==> src/rtl/mem_requester_pkg.sv <==
// Shared types and default widths for the memory-controller request sequencer.
package mem_req_pkg;

  localparam int AW_DEFAULT = 3;
  localparam int DW_DEFAULT = 8;

  typedef enum logic [2:0] {
    IDLE,
    WAIT_WD,
    STROBE,
    ACCESS,
    RESP
  } state_t;

endpackage

==> src/rtl/mem_requester_if.sv <==
// Host-side command / write-beat / read-beat handshakes of the request sequencer.
interface mem_requester_if #(
  parameter int AW = mem_req_pkg::AW_DEFAULT,
  parameter int DW = mem_req_pkg::DW_DEFAULT
);
  logic          cmd_valid;
  logic          cmd_ready;
  logic          cmd_write;
  logic [AW-1:0] cmd_addr;
  logic [AW-1:0] cmd_len;
  logic [DW-1:0] wr_data;
  logic          wr_valid;
  logic          wr_ready;
  logic [DW-1:0] rd_data;
  logic          rd_valid;
  logic          rd_ready;
  logic          rd_last;
  logic          done;

  modport master (
    output cmd_valid, cmd_write, cmd_addr, cmd_len, wr_data, wr_valid, rd_ready,
    input  cmd_ready, wr_ready, rd_data, rd_valid, rd_last, done
  );

  modport slave (
    input  cmd_valid, cmd_write, cmd_addr, cmd_len, wr_data, wr_valid, rd_ready,
    output cmd_ready, wr_ready, rd_data, rd_valid, rd_last, done
  );
endinterface

==> src/rtl/mem_requester.sv <==
// Burst sequencer driving the 8x8 memory controller's R/W strobes, address and
// write data with its idle -> access -> idle timing; read beats return to the host.
module mem_requester
  import mem_req_pkg::*;
#(
  parameter int AW = AW_DEFAULT,
  parameter int DW = DW_DEFAULT
) (
  input  logic           CLK,
  input  logic           RST,
  mem_requester_if.slave host,
  output logic           R,
  output logic           W,
  output logic [AW-1:0]  adr,
  output logic [DW-1:0]  mem_wdata,
  input  logic [DW-1:0]  mem_rdata
);

  state_t        state_reg, state_next;
  logic [AW-1:0] adr_reg, adr_next;
  logic [AW-1:0] cnt_reg, cnt_next;
  logic          write_reg, write_next;
  logic [DW-1:0] wdata_reg, wdata_next;
  logic [DW-1:0] rdata_reg, rdata_next;
  logic          r_reg, r_next;
  logic          w_reg, w_next;
  logic          rd_valid_reg, rd_valid_next;
  logic          rd_last_reg, rd_last_next;
  logic          done_reg, done_next;

  always_ff @(posedge CLK) begin
    if (RST) begin
      state_reg    <= IDLE;
      adr_reg      <= '0;
      cnt_reg      <= '0;
      write_reg    <= 1'b0;
      wdata_reg    <= '0;
      rdata_reg    <= '0;
      r_reg        <= 1'b0;
      w_reg        <= 1'b0;
      rd_valid_reg <= 1'b0;
      rd_last_reg  <= 1'b0;
      done_reg     <= 1'b0;
    end else begin
      state_reg    <= state_next;
      adr_reg      <= adr_next;
      cnt_reg      <= cnt_next;
      write_reg    <= write_next;
      wdata_reg    <= wdata_next;
      rdata_reg    <= rdata_next;
      r_reg        <= r_next;
      w_reg        <= w_next;
      rd_valid_reg <= rd_valid_next;
      rd_last_reg  <= rd_last_next;
      done_reg     <= done_next;
    end
  end

  // Strobes and read-beat flags are produced from next-state so they come
  // straight out of flops, aligned with the state they belong to.
  always_comb begin
    state_next    = state_reg;
    adr_next      = adr_reg;
    cnt_next      = cnt_reg;
    write_next    = write_reg;
    wdata_next    = wdata_reg;
    rdata_next    = rdata_reg;
    r_next        = 1'b0;
    w_next        = 1'b0;
    rd_valid_next = 1'b0;
    rd_last_next  = 1'b0;
    done_next     = 1'b0;

    case (state_reg)
      IDLE: begin
        if (host.cmd_valid && host.cmd_ready) begin
          adr_next   = host.cmd_addr;
          cnt_next   = host.cmd_len;
          write_next = host.cmd_write;
          if (host.cmd_write) begin
            state_next = WAIT_WD;
          end else begin
            state_next = STROBE;
            r_next     = 1'b1;
          end
        end
      end

      WAIT_WD: begin
        if (host.wr_valid) begin
          wdata_next = host.wr_data;
          state_next = STROBE;
          w_next     = 1'b1;
        end
      end

      STROBE: begin
        state_next = ACCESS;
      end

      ACCESS: begin
        if (!write_reg) begin
          rdata_next    = mem_rdata;
          state_next    = RESP;
          rd_valid_next = 1'b1;
          rd_last_next  = (cnt_reg == '0);
        end else if (cnt_reg != '0) begin
          adr_next   = adr_reg + AW'(1);
          cnt_next   = cnt_reg - AW'(1);
          state_next = WAIT_WD;
        end else begin
          state_next = IDLE;
          done_next  = 1'b1;
        end
      end

      RESP: begin
        rd_valid_next = 1'b1;
        rd_last_next  = rd_last_reg;
        if (host.rd_ready) begin
          rd_valid_next = 1'b0;
          rd_last_next  = 1'b0;
          if (cnt_reg != '0) begin
            adr_next   = adr_reg + AW'(1);
            cnt_next   = cnt_reg - AW'(1);
            state_next = STROBE;
            r_next     = 1'b1;
          end else begin
            state_next = IDLE;
            done_next  = 1'b1;
          end
        end
      end

      default: begin
        state_next = IDLE;
      end
    endcase
  end

  // Held low while RST is asserted so no command is taken during reset.
  assign host.cmd_ready = (state_reg == IDLE) && !RST;
  assign host.wr_ready  = (state_reg == WAIT_WD);
  assign host.rd_data   = rdata_reg;
  assign host.rd_valid  = rd_valid_reg;
  assign host.rd_last   = rd_last_reg;
  assign host.done      = done_reg;

  assign R         = r_reg;
  assign W         = w_reg;
  assign adr       = adr_reg;
  assign mem_wdata = wdata_reg;

endmodule

==> src/flat_wrapper.sv <==
// flat-port wrapper written by rule: the top's interface ports become plain ports
module mem_requester_flat import mem_req_pkg::*;
#(
  parameter int AW = AW_DEFAULT,
  parameter int DW = DW_DEFAULT
)
  (CLK, RST, R, W, adr, mem_wdata, mem_rdata, host_cmd_valid, host_cmd_write, host_cmd_addr, host_cmd_len, host_wr_data, host_wr_valid, host_rd_ready, host_cmd_ready, host_wr_ready, host_rd_data, host_rd_valid, host_rd_last, host_done);
  mem_requester_if #(.AW(AW), .DW(DW)) host_i ();
  input  logic CLK;
  input  logic RST;
  output logic R;
  output logic W;
  output logic [AW-1:0] adr;
  output logic [DW-1:0] mem_wdata;
  input  logic [DW-1:0] mem_rdata;
  input wire logic [$bits(host_i.cmd_valid)-1:0] host_cmd_valid;
  input wire logic [$bits(host_i.cmd_write)-1:0] host_cmd_write;
  input wire logic [$bits(host_i.cmd_addr)-1:0] host_cmd_addr;
  input wire logic [$bits(host_i.cmd_len)-1:0] host_cmd_len;
  input wire logic [$bits(host_i.wr_data)-1:0] host_wr_data;
  input wire logic [$bits(host_i.wr_valid)-1:0] host_wr_valid;
  input wire logic [$bits(host_i.rd_ready)-1:0] host_rd_ready;
  output wire logic [$bits(host_i.cmd_ready)-1:0] host_cmd_ready;
  output wire logic [$bits(host_i.wr_ready)-1:0] host_wr_ready;
  output wire logic [$bits(host_i.rd_data)-1:0] host_rd_data;
  output wire logic [$bits(host_i.rd_valid)-1:0] host_rd_valid;
  output wire logic [$bits(host_i.rd_last)-1:0] host_rd_last;
  output wire logic [$bits(host_i.done)-1:0] host_done;
  assign host_i.cmd_valid = host_cmd_valid;
  assign host_i.cmd_write = host_cmd_write;
  assign host_i.cmd_addr = host_cmd_addr;
  assign host_i.cmd_len = host_cmd_len;
  assign host_i.wr_data = host_wr_data;
  assign host_i.wr_valid = host_wr_valid;
  assign host_i.rd_ready = host_rd_ready;
  assign host_cmd_ready = host_i.cmd_ready;
  assign host_wr_ready = host_i.wr_ready;
  assign host_rd_data = host_i.rd_data;
  assign host_rd_valid = host_i.rd_valid;
  assign host_rd_last = host_i.rd_last;
  assign host_done = host_i.done;
  mem_requester #(.AW(AW), .DW(DW)) u_core (.CLK(CLK), .RST(RST), .host(host_i), .R(R), .W(W), .adr(adr), .mem_wdata(mem_wdata), .mem_rdata(mem_rdata));
endmodule
==> config.mk <==
export PLATFORM = sky130hd
export DESIGN_NAME = mem_requester_flat
export DESIGN_NICKNAME = d
export VERILOG_FILES = /design/src/rtl/mem_requester_pkg.sv /design/src/rtl/mem_requester_if.sv /design/src/rtl/mem_requester.sv /design/src/flat_wrapper.sv
export SDC_FILE = /design/constraint.sdc
export NUM_CORES = 1
export LEC_CHECK = 0
export CORE_MARGIN = 2
export CORE_UTILIZATION = 25
export CTS_BUF_LIST = sky130_fd_sc_hd__clkbuf_4
export CTS_CLUSTER_SIZE = 20
export DETAILED_ROUTE_END_ITERATION = 8
export GPL_TIMING_DRIVEN = 1
export PLACE_DENSITY_LB_ADDON = 0.08
export SYNTH_ARGS = -nofsm -noshare
export SYNTH_HDL_FRONTEND = slang
export SYNTH_SLANG_ARGS = --single-unit
==> constraint.sdc <==
create_clock -name CLK -period 2.6 [get_ports CLK]
set_input_delay 0.78 -clock CLK [delete_from_list [all_inputs] [get_ports CLK]]
set_output_delay 0.78 -clock CLK [all_outputs]
set_load 0.005 [all_outputs]
* Word level (Yosys, flattened, before mapping) *
Cells that the tools add are included.

storage, ports and cells
  register bits = 31

cells by class
  add/subtract/negate cells = 2
  eq/ne operators = 8
  multiplexer cells = 34
  bitwise gates (word level) = 2
  reduce and logical (&&, ||, !) cells = 13

operators with widths
  cell                                                                      number
  3-bit 2-to-1 mux                                                          12
  3-bit one-hot mux with 3 select lines                                     2
  3-bit one-hot mux with 5 select lines                                     1
  1-bit 2-to-1 mux                                                          13
  1-bit one-hot mux with 2 select lines                                     4
  3-bit by 2-bit == test with 1-bit output (second input constant)          2
  3-bit logical NOT                                                         2
  2-bit AND reduction                                                       3
  3-bit nonzero test                                                        2
  2-bit 2-to-1 mux                                                          2
  2-bit by 1-bit inequality test with 1-bit output (second input constant)  2
  2-bit inequality test (second input constant)                             2
  4-bit AND reduction                                                       1
  3-bit by 1-bit adder with 3-bit output (second input constant)            1
  3-bit by 1-bit == test with 1-bit output (second input constant)          1
  3-bit == test (second input constant)                                     1
  3-bit AND reduction                                                       1
  3-bit by 1-bit subtractor with 3-bit output (second input constant)       1
  1-bit logical AND                                                         2
  1-bit inverter                                                            2
  2-bit OR reduction                                                        1
  1-bit logical NOT                                                         1

* Logic depth before layout (Yosys ltp) *
  depth after elaboration = 5
  mapped depth = 6
  mapped depth without buffers = 6

* Worst setup path after synthesis *
OpenSTA, ideal clock, no wires.

  path kind = input-to-output
  from = input port RST
  to = output port host_cmd_ready
  data arrival time = 1.420 ns
  data required time = 1.820 ns
  setup slack = 0.400 ns
  cell stages on the path = 3
  path buffers = 2
  cell sequence = clkbuf_1 > clkbuf_1 > nor2_1

between the ends
  cells in the longest elaborated chain, start to end = 2

RTL lines
  what               RTL line              RTL
  from (decl)        flat_wrapper.sv:10    input logic RST;
  1-bit logical NOT  mem_requester.sv:142  assign host.cmd_ready = (state_reg == IDLE) && !RST;
  1-bit logical AND  mem_requester.sv:142
  to (decl)          flat_wrapper.sv:23    output wire logic [$bits(host_i.cmd_ready)-1:0] host_cmd_ready;

Every way passes these cells.

* Final worst setup path *
  from = register u_core.state_reg[0]
  to = output port host_wr_ready

between the ends
  cells in the longest elaborated chain, start to end = 1

RTL lines
  what                                      RTL line              RTL
  from (decl)                               mem_requester.sv:19   state_t state_reg, state_next;
  from (signal assigned)                    mem_requester.sv:45   state_reg <= state_next;
  3-bit by 1-bit == test with 1-bit output  mem_requester.sv:143  assign host.wr_ready = (state_reg == WAIT_WD);
  to (decl)                                 flat_wrapper.sv:24    output wire logic [$bits(host_i.wr_ready)-1:0] host_wr_ready;

Every way passes these cells.

==> run_results.csv <==
group,metric,value,unit
die,initial_core_util,26.2,%
yosys,yosys_warnings,0,
yosys,yosys_most_used_dff,"dfxtp_1",
cts,htree_levels,2,
die,die_w,83.5,um
grt,grt_pass1_wl,7160,um
detailed_routing,drc_errors,0,
finish,fin_cells,317,
yosys,synth_xor_area_share,0,%
critical_path,r2r-start,"u_core.state_reg[2]",
die,dieArea,0.00698,mm^2
sta,final-hold-violation-count,0,
power,p_sw_share,30.4,%
yosys,syn-num-nets,221,
yosys,synth_top_family_by_area,"simple AND/OR/NAND/NOR gates",
cts,clockRootBuffer,"clkbuf_4",
sta,worst_slew_pin_slew,0.547,ns
yosys,yosys-top-cells-count,"36 x nand2_1, 31 x dfxtp_1, 24 x a21oi_1, 7 x nor2b_1",
detailed_routing,drt_first_iter_violations,96,
cts,clock_latency,0.33,ns
placed_design,hpwlAfterDp,2980,um
finish,insertedDiodeCount,0,
finish,fin_nets,273,
critical_path,r2r_slack,0.95,ns
sta,finalCritPeriodShare,91.9,%
critical_path,critical_path_arrival,1.61,ns
sta,slew_headroom,63.4,%
sta,fin_skew,0.00727,ns
critical_path,cp.required,1.82,ns
yosys,yosys.area.top_type_share,39.2,%
sta,slew_viol_final,0,
yosys,yosys.area_share.simple,27.7,%
cts,clk_pin_slew_worst_paths,0.09,ns
finish,drive_gt1_share,10.3,%
worst_hold_path,holdPathEnd,"u_core.host.rd_data[1]",
detailed_routing,num_vias,1508,
power,power_frac_comb,26.7,%
critical_path,rr_worst_depth,5,
critical_path,timing.rr.end,"u_core.cnt_reg[0]",
sta,min_period,2.39,ns
worst_hold_path,hold_depth,2,
worst_hold_path,hp-start,"u_core.host.rd_data[1]",
finish,seq_area,621,um^2
die,std_cell_rows,28,
yosys,syn_area_per_cell,8.32,um^2
yosys,synthCells,190,
grt,antenna_found_initial,0,
yosys,synth_fa_ha_area_share,2.37,%
detailed_routing,ant_nets,0,
job,drv_cap,0,
yosys,post-synth-top-count-cell,"nand2_1",
finish,multi_input_area,865,um^2
power,pwr-share-seq,48.8,%
cts,cts_tree,"built",
sta,whs,0.458,ns
finish,postLayoutCoreUtil,36.6,%
yosys,synth_area_leader_cell,"dfxtp_1",
yosys,ys_seq_area_share,39.2,%
finish,nFillCells,655,
power,vdd_drop_max,0.168,mV
placed_design,gp_congestion,0.724,
grt,grt_max_degree,33,
power,switchingPower,319,uW
power,internal_power,732,uW
grt,track_usage,12.7,%
yosys,syn_area,0.00158,mm^2
critical_path,end_kind,"output port",
cts,cts_sinks,31,
outcome,outcome,"complete, no violations",
cts,cts_buffers,5,
power,p_per_area,476,mW/mm^2
placed_design,port_buffers,53,
yosys,synth_cell_type_count,47,
finish,final_cell_area,0.00221,mm^2
placed_design,place_inst,310,
yosys,synth_compound_area_share,22.3,%
die,die_h,83.5,um
yosys,synthTopCellsByArea,"dfxtp_1 39%, nand2_1 8.5%, a21oi_1 7.6%",
critical_path,critPathKind,"flop to output port",
die,ios,54,
power,p_leak,0.762,nW
sta,grt_setup_unrepaired,"no",
yosys,synth_edf_count,0,
power,clockPowerShare,24.5,%
detailed_routing,routed_wirelength,4190,um
critical_path,critPathLaunchType,"flop",
grt,grt_overflow,0,
worst_hold_path,holdCritPathClass,"flop to flop",
critical_path,cp_max_fo,18,
die,core_area,0.00603,mm^2
grt,grt_pass1_vias,1441,
sta,setup_viol,0,
yosys,synth_seq_cells,31,
sta,clock.fmax,0.419,GHz
detailed_routing,wl_per_cell,13.2,um
detailed_routing,vias_per_cell,4.76,
yosys,async_flop_share,0,%
detailed_routing,first_pass_iters,5,
placed_design,post_dp_cell_area,0.00216,mm^2
finish,area_growth,39.6,%
cts,cts.path.max_buffers,2,
yosys,synthMuxAreaShare,1.98,%
## per-stage QoR
step | power, mW | setup slack (ns) | TNS (ns)
global route | 1.14 | 0.0663 | 0
finish | 1.05 | 0.212 | 0
global placement | 0.811 | -0.0750 | -0.0750
CTS | 1.08 | 0.173 | 0
floorplan | 0.692 | 0.400 | 0
detailed placement | 0.806 | -0.0703 | -0.0703
## critical path, stage by stage (launching register included)
cell             delay, ns
dfxtp_1               0.34
buf_4                 0.22
nor3b_1               0.20
clkdlybuf4s50_1       0.53
## worst max path at each step
| stage | endpoint | from | cells past startpoint | slack [ns] |
|---|---|---|---|---|
| 2_1_floorplan | host_cmd_ready | RST | 3 | 0.40 |
| 3_3_place_gp | host_cmd_ready | RST | 3 | -0.07 |
| 3_5_place_dp | host_cmd_ready | RST | 3 | -0.07 |
| 4_1_cts | host_wr_ready | u_core.state_reg[0] | 3 | 0.17 |
| 5_1_grt | host_wr_ready | u_core.state_reg[0] | 3 | 0.07 |
| 6_report | host_wr_ready | u_core.state_reg[0] | 3 | 0.21 |
## cell type report
type                    instances  share of cell area, %
flip-flops and latches         31                   28.1
inverters                       6                   1.02
clock inverters                 2                  0.397
well taps                      75                   4.25
repair buffers                 57                   25.3
multi-input cells             141                   39.2
clock buffers                   5                   1.70
## cells in the final DEF, fill, tap and decap left out, types with 2 or more instances in the layout
cell type / netlist / final
o31ai_1: 2 / 2
nand4b_1: 2 / 2
nor3_1: 3 / 3
a21oi_1: 24 / 24
nand3_1: 5 / 5
o22ai_1: 2 / 2
o211ai_1: 4 / 4
nor3_2: 2 / 2
o21ai_1: 2 / 2
nand2b_1: 4 / 4
nor4_1: 2 / 2
and3_1: 3 / 3
inv_1: 5 / 5
o21ai_0: 5 / 5
nand2_1: 36 / 36
ha_1: 3 / 3
or2_2: 2 / 2
clkdlybuf4s50_1: 0 / 52
clkbuf_4: 0 / 5
buf_4: 0 / 4
mux2i_1: 2 / 2
nor2b_1: 7 / 7
o32ai_1: 2 / 2
dfxtp_1: 31 / 31
a211oi_1: 2 / 2
nor2_1: 3 / 3
a211oi_2: 2 / 2
a41oi_1: 2 / 2
a221o_1: 2 / 2
## logic make-up after synthesis
group	after synthesis
AOI/OAI and AO/OA	54
adders and majority gates	3
buffers and inverters	18
DFF	31
muxes	3
and+or+nand+nor	81
## power by group through the flow
stage	clock network, mW	registers, mW	logic [mW]
after detailed placement	0	0.524	0.282
after global routing	0.309	0.517	0.313
after floorplan	0	0.523	0.169
after CTS	0.279	0.513	0.285
after global placement	0	0.525	0.286
final	0.257	0.513	0.281
## routing by layer
layer | wire length (um) | up-vias | share of wire (%) | GRT usage (%)
met1 | 2030 | 678 | 48 | 17.0
met4 | 44 | 0 | 1.1 | 3.52
li1 | - | 782 | - | -
met3 | 239 | 4 | 5.7 | 4.35
met2 | 1870 | 44 | 45 | 19.5
met5 | 0 | - | 0 | 0
## timing repair
item / 4_1_cts / 5_1_grt
buffers inserted: 0 / 0
gates resized for setup: 2 / 0
endpoints found under the setup margin: 1 / 0
hold buffers: 0 / 0
Note: power is estimated with default switching activity, not from simulation.
